--- config.mk ---
export PLATFORM = sky130hd
export DESIGN_NAME = video_timing_gen
export DESIGN_NICKNAME = d
export VERILOG_FILES = /design/src/rtl/hdmi_video_pkg.sv /design/src/rtl/video_timing_gen_pattern_gen.sv /design/src/rtl/video_timing_gen.sv
export SDC_FILE = /design/constraint.sdc
export NUM_CORES = 1
export LEC_CHECK = 0
export CELL_PAD_IN_SITES_DETAIL_PLACEMENT = 1
export CELL_PAD_IN_SITES_GLOBAL_PLACEMENT = 1
export CORE_ASPECT_RATIO = 0.6
export CORE_MARGIN = 5
export CORE_UTILIZATION = 40
export CTS_CLUSTER_DIAMETER = 60
export CTS_CLUSTER_SIZE = 8
export DETAILED_ROUTE_END_ITERATION = 10
export PLACE_DENSITY = 0.89
export SYNTH_ARGS = -nofsm -noshare
export SYNTH_HDL_FRONTEND = slang
export SYNTH_SLANG_ARGS = --single-unit
export TNS_END_PERCENT = 1
--- constraint.sdc ---
create_clock -name clk_low -period 6.27 [get_ports clk_low]
set_input_delay 1.5675 -clock clk_low [delete_from_list [all_inputs] [get_ports clk_low]]
set_output_delay 1.5675 -clock clk_low [all_outputs]
set_load 0.05 [all_outputs]
--- src/rtl/hdmi_video_pkg.sv ---
// Shared constants for the HDMI video source: default 640x480@60 timing,
// colour-bar palette and test-pattern encodings.
package hdmi_video_pkg;

    // 640x480@60 with a 25 MHz pixel clock
    localparam int DEF_H_ACTIVE = 640;
    localparam int DEF_H_FP     = 16;
    localparam int DEF_H_SYNC   = 96;
    localparam int DEF_H_BP     = 48;
    localparam int DEF_V_ACTIVE = 480;
    localparam int DEF_V_FP     = 10;
    localparam int DEF_V_SYNC   = 2;
    localparam int DEF_V_BP     = 33;

    typedef enum logic [1:0] {
        PAT_BARS     = 2'd0,
        PAT_GRADIENT = 2'd1,
        PAT_CHECKER  = 2'd2,
        PAT_BLACK    = 2'd3
    } pattern_e;

    localparam logic [23:0] COL_WHITE   = 24'hFFFFFF;
    localparam logic [23:0] COL_YELLOW  = 24'hFFFF00;
    localparam logic [23:0] COL_CYAN    = 24'h00FFFF;
    localparam logic [23:0] COL_GREEN   = 24'h00FF00;
    localparam logic [23:0] COL_MAGENTA = 24'hFF00FF;
    localparam logic [23:0] COL_RED     = 24'hFF0000;
    localparam logic [23:0] COL_BLUE    = 24'h0000FF;
    localparam logic [23:0] COL_BLACK   = 24'h000000;

    // Bar palette, index 0 is the leftmost bar
    localparam logic [7:0][23:0] BAR_COLORS = {
        COL_BLACK, COL_BLUE, COL_RED, COL_MAGENTA,
        COL_GREEN, COL_CYAN, COL_YELLOW, COL_WHITE
    };

endpackage

--- src/rtl/video_timing_gen_pattern_gen.sv ---
// Combinational test-pattern generator: pixel position + pattern -> RGB.
// The caller registers the result and applies blanking.
module pattern_gen
    import hdmi_video_pkg::*;
#(
    parameter int CW       = 12,
    parameter int H_ACTIVE = DEF_H_ACTIVE
) (
    input  logic [CW-1:0] x,
    input  logic [7:0]    y,
    input  pattern_e      pattern,
    output logic [7:0]    red,
    output logic [7:0]    green,
    output logic [7:0]    blue
);

    localparam int BAR_W = H_ACTIVE / 8;

    logic [2:0]  bar;
    logic [23:0] rgb;

    // Bar index from a ladder of constant compares; smallest matching bound wins
    always_comb begin
        bar = 3'd7;
        for (int k = 7; k >= 1; k--) begin
            if (32'(x) < k * BAR_W) bar = 3'(k - 1);
        end
    end

    // Pattern select
    always_comb begin
        rgb = COL_BLACK;
        case (pattern)
            PAT_BARS:     rgb = BAR_COLORS[bar];
            PAT_GRADIENT: rgb = {x[7:0], y, x[7:0] ^ y};
            PAT_CHECKER:  rgb = (x[5] ^ y[5]) ? COL_WHITE : COL_BLACK;
            default:      rgb = COL_BLACK;
        endcase
    end

    assign {red, green, blue} = rgb;

endmodule

--- src/rtl/video_timing_gen.sv ---
// Raster timing generator for the HDMI path: h/v counters, syncs, data
// enable, pixel coordinates and a frame-locked test pattern. Every output is
// registered once, so all outputs describe the same counter position.
module video_timing_gen
    import hdmi_video_pkg::*;
#(
    parameter int H_ACTIVE = DEF_H_ACTIVE,
    parameter int H_FP     = DEF_H_FP,
    parameter int H_SYNC   = DEF_H_SYNC,
    parameter int H_BP     = DEF_H_BP,
    parameter int V_ACTIVE = DEF_V_ACTIVE,
    parameter int V_FP     = DEF_V_FP,
    parameter int V_SYNC   = DEF_V_SYNC,
    parameter int V_BP     = DEF_V_BP,
    parameter bit SYNC_POL = 1'b0,
    parameter int CW       = 12
) (
    input  logic          clk_low,
    input  logic          reset_n,
    input  logic          enable,
    input  logic [1:0]    pattern_sel,
    output logic          hsync,
    output logic          vsync,
    output logic          de,
    output logic [CW-1:0] x,
    output logic [CW-1:0] y,
    output logic [7:0]    red,
    output logic [7:0]    green,
    output logic [7:0]    blue,
    output logic          frame_start,
    output logic [15:0]   frame_count
);

    localparam int H_TOTAL = H_ACTIVE + H_FP + H_SYNC + H_BP;
    localparam int V_TOTAL = V_ACTIVE + V_FP + V_SYNC + V_BP;

    localparam logic [CW-1:0] H_LAST   = CW'(H_TOTAL - 1);
    localparam logic [CW-1:0] V_LAST   = CW'(V_TOTAL - 1);
    localparam logic [CW-1:0] H_ACT    = CW'(H_ACTIVE);
    localparam logic [CW-1:0] V_ACT    = CW'(V_ACTIVE);
    localparam logic [CW-1:0] HS_START = CW'(H_ACTIVE + H_FP);
    localparam logic [CW-1:0] HS_END   = CW'(H_ACTIVE + H_FP + H_SYNC);
    localparam logic [CW-1:0] VS_START = CW'(V_ACTIVE + V_FP);
    localparam logic [CW-1:0] VS_END   = CW'(V_ACTIVE + V_FP + V_SYNC);

    logic [CW-1:0] h_cnt, v_cnt;
    logic          h_wrap, v_wrap;
    logic          active, hs_on, vs_on, frame_top, visible;
    pattern_e      pat_q, pat_eff;
    logic [7:0]    pg_red, pg_green, pg_blue;

    assign h_wrap    = (h_cnt == H_LAST);
    assign v_wrap    = (v_cnt == V_LAST);
    assign active    = (h_cnt < H_ACT) && (v_cnt < V_ACT);
    assign hs_on     = (h_cnt >= HS_START) && (h_cnt < HS_END);
    assign vs_on     = (v_cnt >= VS_START) && (v_cnt < VS_END);
    assign frame_top = (h_cnt == '0) && (v_cnt == '0);
    assign visible   = enable && active;

    // The first pixel of a frame already uses the freshly sampled selection;
    // everywhere else the frame-locked copy is used, so a change never tears.
    assign pat_eff = frame_top ? pattern_e'(pattern_sel) : pat_q;

    // Raster counters; frozen while disabled so the raster resumes in place
    always_ff @(posedge clk_low or negedge reset_n) begin
        if (!reset_n) begin
            h_cnt <= '0;
            v_cnt <= '0;
        end else if (enable) begin
            h_cnt <= h_wrap ? '0 : h_cnt + CW'(1);
            if (h_wrap) v_cnt <= v_wrap ? '0 : v_cnt + CW'(1);
        end
    end

    // Latch the pattern selection once per frame at the top-left pixel
    always_ff @(posedge clk_low or negedge reset_n) begin
        if (!reset_n)                pat_q <= PAT_BARS;
        else if (enable && frame_top) pat_q <= pattern_e'(pattern_sel);
    end

    pattern_gen #(
        .CW       (CW),
        .H_ACTIVE (H_ACTIVE)
    ) u_pattern_gen (
        .x       (h_cnt),
        .y       (v_cnt[7:0]),
        .pattern (pat_eff),
        .red     (pg_red),
        .green   (pg_green),
        .blue    (pg_blue)
    );

    // Output register stage: one cycle behind the counters, blanked when disabled
    always_ff @(posedge clk_low or negedge reset_n) begin
        if (!reset_n) begin
            hsync       <= ~SYNC_POL;
            vsync       <= ~SYNC_POL;
            de          <= 1'b0;
            x           <= '0;
            y           <= '0;
            red         <= '0;
            green       <= '0;
            blue        <= '0;
            frame_start <= 1'b0;
        end else begin
            hsync       <= (enable && hs_on) ? SYNC_POL : ~SYNC_POL;
            vsync       <= (enable && vs_on) ? SYNC_POL : ~SYNC_POL;
            de          <= visible;
            x           <= visible ? h_cnt : '0;
            y           <= visible ? v_cnt : '0;
            red         <= visible ? pg_red   : '0;
            green       <= visible ? pg_green : '0;
            blue        <= visible ? pg_blue  : '0;
            frame_start <= enable && frame_top;
        end
    end

    // Completed-frame counter, bumped as the raster leaves the last position
    always_ff @(posedge clk_low or negedge reset_n) begin
        if (!reset_n)                         frame_count <= '0;
        else if (enable && h_wrap && v_wrap) frame_count <= frame_count + 16'd1;
    end

endmodule

* Word-level counts from Yosys, hierarchy flattened *
Memories as Yosys holds them, arrays and structs flattened.
Cells that the tools add are included.

word-level totals
  register bits = 94
  memory bits (read-only) = 192
  output and inout port bits = 68
  logic and storage cells = 71
  memories kept = 1

cells by class
  add/subtract/negate cells = 3
  magnitude comparators = 14
  equality and inequality tests = 4
  muxes and demuxes = 20
  bitwise logic cells = 2
  reduce and logical (&&, ||, !) cells = 14

memory list
  memory           words  width  rd ports  clocked after memory_dff  wr ports  RTL line                            text
  (no name shown)  8      24     1         0                         0         video_timing_gen_pattern_gen.sv:34  PAT_BARS: rgb = BAR_COLORS[bar];

operator list
  operator               number
  $pmux 24 s3            1
  $lt 12x9->1 const B    5
  $mux 12                4
  $mux 24                2
  $lt 12x10->1 const B   3
  $add 12x1->12 const B  2
  $eq 12x10->1 const B   2
  $logic_not 12->1       2
  $lt 12x8->1 const B    2
  $mux 8                 3
  $add 16x1->16 const B  1
  $ge 12x10->1 const B   1
  $ge 12x9->1 const B    1
  $lt 12x7->1 const B    1
  $mux 3                 4
  $logic_and 1x1->1      10
  $xor 8x8->8            1
  $mux 2                 3
  $lt 3x4->1 const B     1
  $mux 1                 3
  $eq 2x1->1 const B     1
  $eq 2x2->1 const B     1
  $logic_not 2->1        1
  $reduce_and 2->1       1
  $xor 1x1->1            1

* Longest topological paths before layout *
Gate-level depths: netlist (run 1).

  word-level depth = 12
  mapped depth = 9
  gate-level depth less buffers = 8

* By module *
Synthesis (run 1) repeated with hierarchy kept, for this count alone.

second synthesis, totals
  cells, all modules = 393
  area total of the unflattened synthesis = 4372.9 µm²

by module, submodules not included
  module            times used  cells each  area each (µm²)  sequential area each (µm²)
  video_timing_gen  1           320         3870.0           2354.8
  pattern_gen       1           73          503.0            0.0

* Worst setup path before layout (run 1) *
No wires, ideal clock.

  path type = in2reg
  from = input enable
  to = register frame_count[14]
  library setup time = 0.141 ns
  arrival time = 3.170 ns
  setup slack = 2.959 ns
  stages = 7
  buffers on the path = 1
  path through = clkbuf_1 > and4_1 > nand4_1 > nor2_1 > and4_1 > nand4_1 > xnor2_1

on the way
  longest elaborated chain between the ends = 2

ends and longest elaborated chain
  item                            RTL line                 text
  start: declaration              video_timing_gen.sv:20   input logic enable,
  $logic_and 1x1->1 (2 in a row)  video_timing_gen.sv:121  else if (enable && h_wrap && v_wrap) frame_count <= frame_count + 16'd1;
  end signal: assignment          video_timing_gen.sv:121
  end: declaration                video_timing_gen.sv:31   output logic [15:0] frame_count

No other way between the ends.
A chain may end at the register's enable or synchronous reset.

* Final worst setup path (run 1) *
  from = input enable
  to = register red[3]

on the way
  longest elaborated chain between the ends = 2

ends and longest elaborated chain
  item                    RTL line                 text
  $logic_and 1x1->1       video_timing_gen.sv:58   assign visible = enable && active;
  $mux 8                  video_timing_gen.sv:111  red <= visible ? pg_red : '0;
  end signal: assignment  video_timing_gen.sv:111
  end: declaration        video_timing_gen.sv:27   output logic [7:0] red,

No other way between the ends.

==> results of run 1 <==
==> report_power, final <==
| part | switching (W) | internal, W |
|---|---|---|
| Sequential | 0.0000833 | 0.000656 |
| Clock | 0.000232 | 0.000292 |
| Combinational | 0.000211 | 0.000113 |
==> cell families after synthesis <==
family | synth area share [%]
other cells | 0.0923
flops | 58.0
compound gates | 8.04
xor+xnor | 8.84
buf+inv | 2.71
simple gates | 18.9
fa+ha+maj | 1.54
mux | 1.88
==> metrics by stage <==
step | instance area (um^2) | instances | utilization (%) | setup slack (ns) | power (W)
3_3_place_gp | 4900 | 566 | 49.6 | 1.84 | 0.00106
4_1_cts | 5190 | 582 | 52.5 | 1.89 | 0.00160
3_5_place_dp | 4900 | 566 | 49.6 | 1.55 | 0.00107
2_1_floorplan | 4080 | 375 | - | 2.96 | 0.000938
6_report | 5190 | 582 | 52.5 | 1.89 | 0.00159
5_1_grt | 5190 | 582 | 52.5 | 1.64 | 0.00166
==> flip-flops by register name, summed over array words and instances, names as in the netlist <==
| name | cells |
|---|---|
| pat_q | 2 |
| y | 12 |
| frame_start | 1 |
| blue | 8 |
| vsync | 1 |
| x | 12 |
| green | 8 |
| h_cnt | 12 |
| de | 1 |
| red | 8 |
| frame_count | 16 |
| hsync | 1 |
| v_cnt | 12 |
==> layout make-up <==
| class | count | area share (%) |
|---|---|---|
| Timing Repair Buffer | 74 | 14.1 |
| Clock buffer | 12 | 4.94 |
| Sequential cell | 94 | 45.4 |
| Tap cell | 135 | 3.26 |
| Inverter | 9 | 0.651 |
| Clock inverter | 4 | 0.579 |
| Multi-Input combinational cell | 254 | 31.1 |
==> layout by cell type, fill, tap and decap left out, drive strengths merged, types with 2 or more instances in the layout <==
master / count
dfrtp: 92
clkdlybuf4s50: 71
nand2: 45
xnor2: 21
nor2: 20
xor2: 20
a21oi: 15
nor3: 15
nand4: 13
and2: 13
clkbuf: 12
o21ai: 11
inv: 10
a31oi: 9
nand3: 9
a21o: 8
and4: 5
mux2: 5
ha: 5
conb: 5
and3: 4
nand2b: 4
nor2b: 4
or3: 4
a2111oi: 3
nor4: 3
buf: 3
mux2i: 2
dfstp: 2
or4: 2
clkinv: 2
==> routing by layer <==
| metal | up-vias | wire length, um | track usage (%) |
|---|---|---|---|
| met1 | 1583 | 5170 | 25.7 |
| met3 | 15 | 561 | 6.27 |
| met4 | 0 | 166 | 6.24 |
| met2 | 90 | 4770 | 28.3 |
| li1 | 1406 | - | - |
| met5 | - | 0 | 0 |
==> final timing paths <==
kind,cells after the start,slack [ns],end
worst max-delay path,6,1.89,red[3]$_DFF_PN0_
worst min-delay path,1,0.47,frame_count[15]$_DFFE_PN0P_
worst max register to register,6,3.03,red[3]$_DFF_PN0_
worst min register to register,1,0.47,frame_count[15]$_DFFE_PN0P_
max in group asynchronous,2,4.00,frame_count[3]$_DFFE_PN0P_
min in group asynchronous,1,1.02,y[7]$_DFF_PN0_
==> metrics.md, run 1 <==
| Metric | Value |
|---|---|
| Area growth from synthesis to layout | `27.8%` |
| Vias | `3094` |
| Post-synth top area cell | `dfrtp_1` |
| Synth area leaders | `dfrtp_1, xnor2_1, xor2_1` |
| Crit-path max cell delay | `0.76 ns` |
| Reg area | `2350 um^2` |
| Worst slew margin | `28.2%` |
| Worst Tran Pin Value | `1.08 ns` |
| Largest net degree at the start of global routing | `88` |
| Top cells by count, synth | `dfrtp_1, nand2_1, xnor2_1` |
| CTS sink cnt | `94` |
| Num ports | `73` |
| Cts hold-fix bufs | `0` |
| Floorplan core area | `9880 um^2` |
| Worst Path Max Fanout | `18` |
| Total GRT Usage | `18.7%` |
| Final net count | `452` |
| Cells after Synth | `371` |
| Synthesis Warnings | `0` |
| Post-synth EDFFs | `0` |
| Clock buffer depth | `2` |
| Number of distinct library cells after synthesis | `45` |
| CTS tree | `done` |
| Critical R2R Launch | `h_cnt[7]$_DFFE_PN0P_` |
| Vias in the first global route | `3265` |
| Status | `complete, no violations` |
| Die Ht | `88.1 um` |
| DIE AREA | `12300 um^2` |
| Hold Crit Class | `flip-flop to flip-flop` |
| Critical path's slowest cell | `nor2_1` |
| Routed len/inst | `18.3 um` |
| CP Capture Type | `flip-flop` |
| Hold WS | `0.467 ns` |
| Starting Density | `41.1%` |
| Synth Cell Area | `4060 um^2` |
| Share of layout cells above drive strength 1 | `7.16%` |
| Count leader, synth | `dfrtp_1` |
| Footprint of the multi-input gates | `1610 um^2` |
| Antenna violations before repair | `0` |
| Die width | `140 um` |
| # port buffers | `72` |
| First-pass GRT wire length | `17800 um` |
| Pleak | `2.29 nW` |
| Hold Vio Cnt, Final | `0` |
| Max-Cap Viols | `0` |
| DRT iter0 DRCs | `173` |
| Cell area power density | `306 nW/um^2` |
| Vias per cell | `5.32` |
| CTS buffer count | `9` |
| Antenna diodes | `0` |
| Setup TNS Final | `0 ns` |
| CP arrival | `4.66 ns` |
| HPWL after DPL | `7590 um` |
| RePlAce Congestion | `0.831` |
| Fmax | `0.228 GHz` |
| H-tree depth | `3` |
| Max Slew Vio Count | `0` |
| Hold path start | `frame_count[15]$_DFFE_PN0P_` |
| GRT Residual Overflow | `0` |
| CP bufs+invs | `1` |
| Top delay family on crit path | `compound AO/OA/AOI/OAI gates` |
| Tcrit/Tclk final | `69.8%` |
| Fillers | `1069` |
| Root buffer cell | `clkbuf_16` |
| Sequential fraction of the synthesis area | `58.0%` |
| Setup Skew | `0.00587 ns` |
| Required @ worst endpoint | `6.56 ns` |
| Final setup violation count | `0` |
| Clk_lat worst skew | `0.35 ns` |
| DR DRC count | `0` |
| Worst vdd ir | `0.198 mV` |
| Routed WL | `10700 um` |
| RSZ-0062 raised after global routing | `no` |
| Synth async-reset ratio | `100%` |
| Top_reg_cell synth | `dfrtp_1` |
| Worst setup path category | `input port to flip-flop` |
| Pre-Repair DR Iteration Count | `4` |
| Reg clk slew, reported paths | `0.06 ns` |
| Cell Rows | `28` |
| Critical Path Start | `enable` |
| Postcts setup bufs | `0` |
| Cts repair resizes | `0` |
| Crit-path cells | `clkdlybuf4s50_1 -> nand4_1 -> nor2_1 -> o211ai_2 -> a211oi_4 -> a21o_1` |
| Synth Area per Inst | `10.9 um^2` |
| Synth Register Bits | `94` |
| Final worst path period need | `4.38 ns` |
| Critical Path Source Type | `input port` |
| DRT antenna net count | `0` |
| Area share of the largest cell type after synthesis | `56.7%` |
No activity file was read; power rests on OpenSTA's default activity.
==> run 2, diff against run 1 <==
CORE_UTILIZATION = 37   (was 40)
PLACE_DENSITY = 0.87   (was 0.89)
clock period = 3.6 ns   (was 6.27 ns; I/O delays follow)
==> run 2 against run 1 <==
Largest cell class unchanged. Utilization decreased by 3.1 points. Worst hold slack improved by 0.021 ns. Register-to-register slack got worse by 2.3 ns. Final area increased by 1.2%. Routed wire length increased by 4.3%. Die area increased by 7.3%. Power increased by 76%. Clock-buffer cell count decreased by 2. Cell count increased by 1.5%. Non-clock buffer count increased by 5. Sequential share of layout area decreased by 0.52 points. Highest routed layer unchanged. Combinational power increased by 79%.
==> metrics.md, run 2 (synthesis gave the netlist of run 1 again) <==
| Metric | Value |
|---|---|
| Critical Path Start | `enable` |
| Antenna diodes | `0 (unchanged)` |
| Pre-Repair DR Iteration Count | `4 (unchanged)` |
| Cts repair resizes | `0 (unchanged)` |
| Fillers | `1139 (+6.5%)` |
| CP Depth | `7 (+1)` |
| CP bufs+invs | `1 (unchanged)` |
| Vias | `3115 (+0.68%)` |
| Die width | `145 um (+3.7%)` |
| Antenna violations before repair | `0 (unchanged)` |
| Final net count | `457 (+1.1%)` |
| Cell area power density | `532 nW/um^2 (+74%)` |
| DRT iter0 DRCs | `148 (-14%)` |
| Hold Vio Cnt, Final | `0 (unchanged)` |
| Worst setup path category | `input port to flip-flop` |
| Status | `complete, no violations` |
| DIE AREA | `13200 um^2 (+7.3%)` |
| H-tree depth | `3 (unchanged)` |
| R2r endpoint | `frame_count[14]$_DFFE_PN0P_` |
| CTS buffer count | `9 (unchanged)` |
| DRT antenna net count | `0 (unchanged)` |
| Pleak | `2.32 nW (+1.1%)` |
| Num ports | `73 (unchanged)` |
| Worst vdd ir | `0.329 mV (+66%)` |
| Final worst path period need | `2.90 ns` |
| PnR Total Power | `0.00279 W (+76%)` |
| DR DRC count | `0 (unchanged)` |
| Footprint of the multi-input gates | `1610 um^2 (unchanged)` |
| Root buffer cell | `clkbuf_16` |
| Routed len/inst | `18.8 um (+2.7%)` |
| Vias per cell | `5.27 (-0.85%)` |
| Total GRT Usage | `17.3% (-1.4 points)` |
| Final setup violation count | `0 (unchanged)` |
| Clock buffer depth | `2 (unchanged)` |
| Postcts setup bufs | `0 (unchanged)` |
| Reg clk slew, reported paths | `0.06 ns (about the same)` |
| Worst Path Max Fanout | `8 (-10)` |
| Starting Density | `38.2% (-2.9 points)` |
| CP arrival | `3.11 ns (-1.55 ns)` |
| Placed insts | `575 (+1.6%)` |
| Most frequent cells in the layout | `dfrtp_1, clkdlybuf4s50_1, nand2_1` |
| Critical path's slowest cell | `clkdlybuf4s50_1` |
| Critical Path Source Type | `input port` |
| Largest net degree at the start of global routing | `52 (-41%)` |
| HPWL after DPL | `7690 um (+1.3%)` |
| Max-Cap Viols | `0 (unchanged)` |
| Top delay family on crit path | `simple AND/OR/NAND/NOR gates` |
| Tcrit/Tclk final | `80.4%` |
| Reg area | `2350 um^2 (unchanged)` |
| Required @ worst endpoint | `3.82 ns (-2.74 ns)` |
| Setup TNS Final | `0 ns (unchanged)` |
| Worst Tran Pin Value | `0.577 ns (-0.499 ns)` |
| Critical R2R Launch | `h_cnt[7]$_DFFE_PN0P_` |
| # port buffers | `72 (unchanged)` |
| CTS sink cnt | `94 (unchanged)` |
| Cts hold-fix bufs | `0 (unchanged)` |
| GRT Residual Overflow | `0 (unchanged)` |
| Setup Skew | `0.00537 ns (-0.000499 ns)` |
| Hold Crit Class | `flip-flop to flip-flop` |
| Reg2reg path depth | `6 (unchanged)` |
| CTS tree | `done` |
| CP endpoint | `frame_count[14]$_DFFE_PN0P_` |
| Clk_lat worst skew | `0.34 ns (about the same)` |
| Reg2Reg Setup Slack | `0.78 ns (-2.25 ns)` |
| Max Slew Vio Count | `0 (unchanged)` |
| Largest Register | `frame_count` |
| Cell Rows | `29 (+3.6%)` |
| Max FFs per register | `16 (unchanged)` |
| RePlAce Congestion | `0.817 (-1.6%)` |
| Routed WL | `11100 um (+4.3%)` |
| Crit-path cells | `clkdlybuf4s50_1 -> and4_1 -> nand4_1 -> nor2_1 -> and4_1 -> nand4_1 -> xnor2_1` |
| Vias in the first global route | `3432 (+5.1%)` |
| Crit-path max cell delay | `0.51 ns (-0.25 ns)` |
| RSZ-0062 raised after global routing | `no` |
| Share of layout cells above drive strength 1 | `8.19% (+1.0 points)` |
| Die Ht | `91.2 um (+3.5%)` |
| CP Capture Type | `flip-flop` |
| First-pass GRT wire length | `18600 um (+4.4%)` |
| Floorplan core area | `10600 um^2 (+7.6%)` |
| Most common cell after layout, fill and taps aside | `dfrtp_1` |
| Fmax | `0.345 GHz` |
| Worst slew margin | `61.5% (+33 points)` |
| Area growth from synthesis to layout | `29.2%` |
| Finished Layout Cells | `591 (+1.5%)` |
run 2: cell count changes in the layout (fill, tap and decap cells not counted):
cell	change
clkinv_2	+1
bufinv_16	+1
clkbuf_8	-2
clkinvlp_4	+2
inv_6	-1
buf_12	+1
clkinv_4	-1
buf_4	+4
run 2: how the worst min path moves through the flow:
stage	depth (start not counted)	end	startpoint	slack, ns
detailed placement	1	frame_count[15]$_DFFE_PN0P_	frame_count[15]$_DFFE_PN0P_	0.48
global route	1	frame_count[11]$_DFFE_PN0P_	frame_count[11]$_DFFE_PN0P_	0.51
global placement	1	frame_count[15]$_DFFE_PN0P_	frame_count[15]$_DFFE_PN0P_	0.46
CTS	1	frame_count[15]$_DFFE_PN0P_	frame_count[15]$_DFFE_PN0P_	0.49
finish	1	frame_count[15]$_DFFE_PN0P_	frame_count[15]$_DFFE_PN0P_	0.49
floorplan	1	v_cnt[8]$_DFFE_PN0P_	v_cnt[8]$_DFFE_PN0P_	0.47
run 2: area by class of cell:
class	instances	share of cell area, %
Timing Repair Buffer	79	14.9
Multi-Input combinational cell	254	30.7
Clock buffer	10	4.36
Sequential cell	94	44.9
Inverter	9	0.644
Tap cell	139	3.31
Clock inverter	6	1.19
run 2: stage by stage:
step | hold slack (ns) | instance area [um^2] | worst slack (ns) | utilization [%]
4_1_cts | 0.494 | 5250 | 0.694 | 49.4
3_5_place_dp | 0.482 | 4960 | 0.371 | 46.6
6_report | 0.487 | 5250 | 0.705 | 49.4
3_3_place_gp | 0.459 | 4960 | 0.590 | 46.6
2_1_floorplan | 0.472 | 4080 | 0.956 | -
5_1_grt | 0.508 | 5250 | 0.569 | 49.4
run 2: per-layer routing:
layer | global-route usage, % | part of all wire [%] | up-vias
li1 | - | - | 1412
met1 | 23.7 | 46 | 1598
met2 | 27.4 | 46 | 91
met3 | 5.07 | 6.9 | 14
met4 | 4.04 | 1.1 | 0
met5 | 0 | 0 | -
run 2: power breakdown:
part / internal (W) / switching [W] / total (W)
combinational: 0.000202 / 0.000375 / 0.000577
clock: 0.000536 / 0.000393 / 0.000928
sequential: 0.00114 / 0.000144 / 0.00129
==> run 3, diff against run 2 <==
CORE_UTILIZATION = 40   (was 37)
PLACE_DENSITY = 0.89   (was 0.87)
clock period = 2.8 ns   (was 3.6 ns; I/O delays follow)
==> run 3 against run 2 <==
Utilization increased by 4.8 points. Die area is 6.8% lower. Non-clock buffer count grew 11. Critical path depth decreased by 1. Clock-buffer cell count up 1. Global-route usage is 1.9 points higher. Routed wire length rose by 0.51%. Power grew 30%. Sequential cell count did not move. Critical path type is now flip-flop to flip-flop. Highest routed layer unchanged.
==> metrics.md, run 3 (synthesis gave the netlist of run 1 again) <==
| Metric | Value |
|---|---|
| R2r endpoint | `blue[1]$_DFF_PN0_` |
| Setup Skew | `0.00610 ns (+0.000731 ns)` |
| Reg2reg path depth | `6 (unchanged)` |
| Worst slew margin | `61.2% (-0.33 points)` |
| Hold Crit Class | `input port to asynchronous set/reset pin` |
| Status | `complete, no violations` |
| CTS sink cnt | `94 (unchanged)` |
| Most common cell after layout, fill and taps aside | `dfrtp_1` |
| Routed WL | `11200 um (+0.51%)` |
| Worst Path Max Fanout | `14 (+6)` |
| Pre-Repair DR Iteration Count | `4 (unchanged)` |
| Cts repair resizes | `0 (unchanged)` |
| GRT Residual Overflow | `0 (unchanged)` |
| Largest Register | `frame_count` |
| Postcts setup bufs | `0 (unchanged)` |
| Worst setup path category | `flip-flop to flip-flop` |
| Antenna violations before repair | `0 (unchanged)` |
| Cell area power density | `679 nW/um^2 (+28%)` |
| Setup TNS Final | `0 ns (unchanged)` |
| # port buffers | `72 (unchanged)` |
| Clk_lat worst skew | `0.34 ns (about the same)` |
| Most frequent cells in the layout | `dfrtp_1, clkdlybuf4s50_1, nand2_1` |
| Num ports | `73 (unchanged)` |
| Root buffer cell | `clkbuf_16` |
| Area growth from synthesis to layout | `31.7%` |
| Cell Rows | `28 (-3.4%)` |
| CP arrival | `2.85 ns (-0.26 ns)` |
| Share of layout cells above drive strength 1 | `10.8% (+2.6 points)` |
| DRT antenna net count | `0 (unchanged)` |
| Fmax | `0.383 GHz` |
| HPWL after DPL | `8000 um (+4.1%)` |
| Hold Vio Cnt, Final | `0 (unchanged)` |
| Vias | `3144 (+0.93%)` |
| Starting Density | `41.1% (+2.9 points)` |
| Final worst path period need | `2.61 ns` |
| Antenna diodes | `0 (unchanged)` |
| Critical Path Source Type | `flip-flop` |
| Vias in the first global route | `3354 (-2.3%)` |
| Critical R2R Launch | `h_cnt[5]$_DFFE_PN0P_` |
| RePlAce Congestion | `0.879 (+7.5%)` |
| Reg2Reg Setup Slack | `0.19 ns (-0.59 ns)` |
| Tcrit/Tclk final | `93.3%` |
| PnR Total Power | `0.00363 W (+30%)` |
| Clock buffer depth | `2 (unchanged)` |
| Final net count | `468 (+2.4%)` |
| Required @ worst endpoint | `3.04 ns (-0.78 ns)` |
| Floorplan core area | `9880 um^2 (-7.1%)` |
| Largest net degree at the start of global routing | `52 (unchanged)` |
| Final setup violation count | `0 (unchanged)` |
| Hold WS | `0.352 ns (-0.135 ns)` |
| DIE AREA | `12300 um^2 (-6.8%)` |
| H-tree depth | `3 (unchanged)` |
| Pleak | `2.39 nW (+3.1%)` |
| Max FFs per register | `16 (unchanged)` |
| Reg clk slew, reported paths | `0.06 ns (about the same)` |
| CP Capture Type | `flip-flop` |
| First-pass GRT wire length | `18400 um (-1.0%)` |
| Max-Cap Viols | `0 (unchanged)` |
| CTS tree | `done` |
| Vias per cell | `5.26 (-0.25%)` |
| Routed len/inst | `18.7 um (-0.66%)` |
| Total GRT Usage | `19.2% (+1.9 points)` |
| Max Slew Vio Count | `0 (unchanged)` |
| Die Ht | `88.1 um (-3.4%)` |
| DR DRC count | `0 (unchanged)` |
| Die width | `140 um (-3.6%)` |
| CTS buffer count | `9 (unchanged)` |
| DRT iter0 DRCs | `207 (+40%)` |
| Cts hold-fix bufs | `0 (unchanged)` |
| Util after Layout | `54.1% (+4.8 points)` |
| Worst Tran Pin Value | `0.582 ns (+0.00489 ns)` |
| Worst vdd ir | `0.344 mV (+4.7%)` |
[run 3: final cells by class]
| cell class | count | area (um^2) |
|---|---|---|
| Clock buffer | 11 | 243 |
| Clock inverter | 5 | 58.8 |
| Fill cell | 1056 | 4530 |
| Inverter | 9 | 33.8 |
| Multi-Input combinational cell | 254 | 1620 |
| Sequential cell | 94 | 2350 |
| Tap cell | 135 | 169 |
| Timing Repair Buffer | 90 | 866 |
[run 3: through the flow]
stage               cell area, um^2  setup slack [ns]  cells
CTS                            5340            0.0878    598
global placement               5030             0.127    582
floorplan                      4080             0.169    375
global route                   5350           -0.0132    598
detailed placement             5030           -0.0380    582
finish                         5350             0.188    598
[run 3: per-layer routing]
layer / wire, um / global-route usage, % / vias to the layer above
met2: 5010 / 29.5 / 100
met1: 5120 / 25.8 / 1582
met3: 817 / 6.44 / 23
li1: - / - / 1439
met5: 0 / 0 / -
met4: 228 / 7.04 / 0
[run 3: where the power goes]
part | internal (W) | total, W | switching (W) | leakage (nW)
combinational | 0.000273 | 0.000781 | 0.000508 | 1.05
sequential | 0.00147 | 0.00164 | 0.000167 | 1.20
clock | 0.000716 | 0.00121 | 0.000496 | 0.142
total | 0.00246 | 0.00363 | 0.00117 | 2.39
[run 3: worst max path at each step]
stage	cells past startpoint	slack (ns)	to	from
after floorplan	7	0.17	blue[4]$_DFF_PN0_	h_cnt[10]$_DFFE_PN0P_
after global placement	7	0.13	frame_count[14]$_DFFE_PN0P_	enable
after detailed placement	7	-0.04	frame_count[15]$_DFFE_PN0P_	enable
after CTS	6	0.09	frame_count[11]$_DFFE_PN0P_	h_cnt[6]$_DFFE_PN0P_
after global routing	6	-0.01	frame_count[11]$_DFFE_PN0P_	h_cnt[5]$_DFFE_PN0P_
final	6	0.19	blue[1]$_DFF_PN0_	h_cnt[5]$_DFFE_PN0P_
[run 3: critical path: stages, from the launching register on]
cell	delay [ns]
dfrtp_1	0.60
or4b_2	0.74
a31oi_1	0.23
o21ai_0	0.12
a21boi_0	0.30
o21ai_1	0.26
a31oi_1	0.27
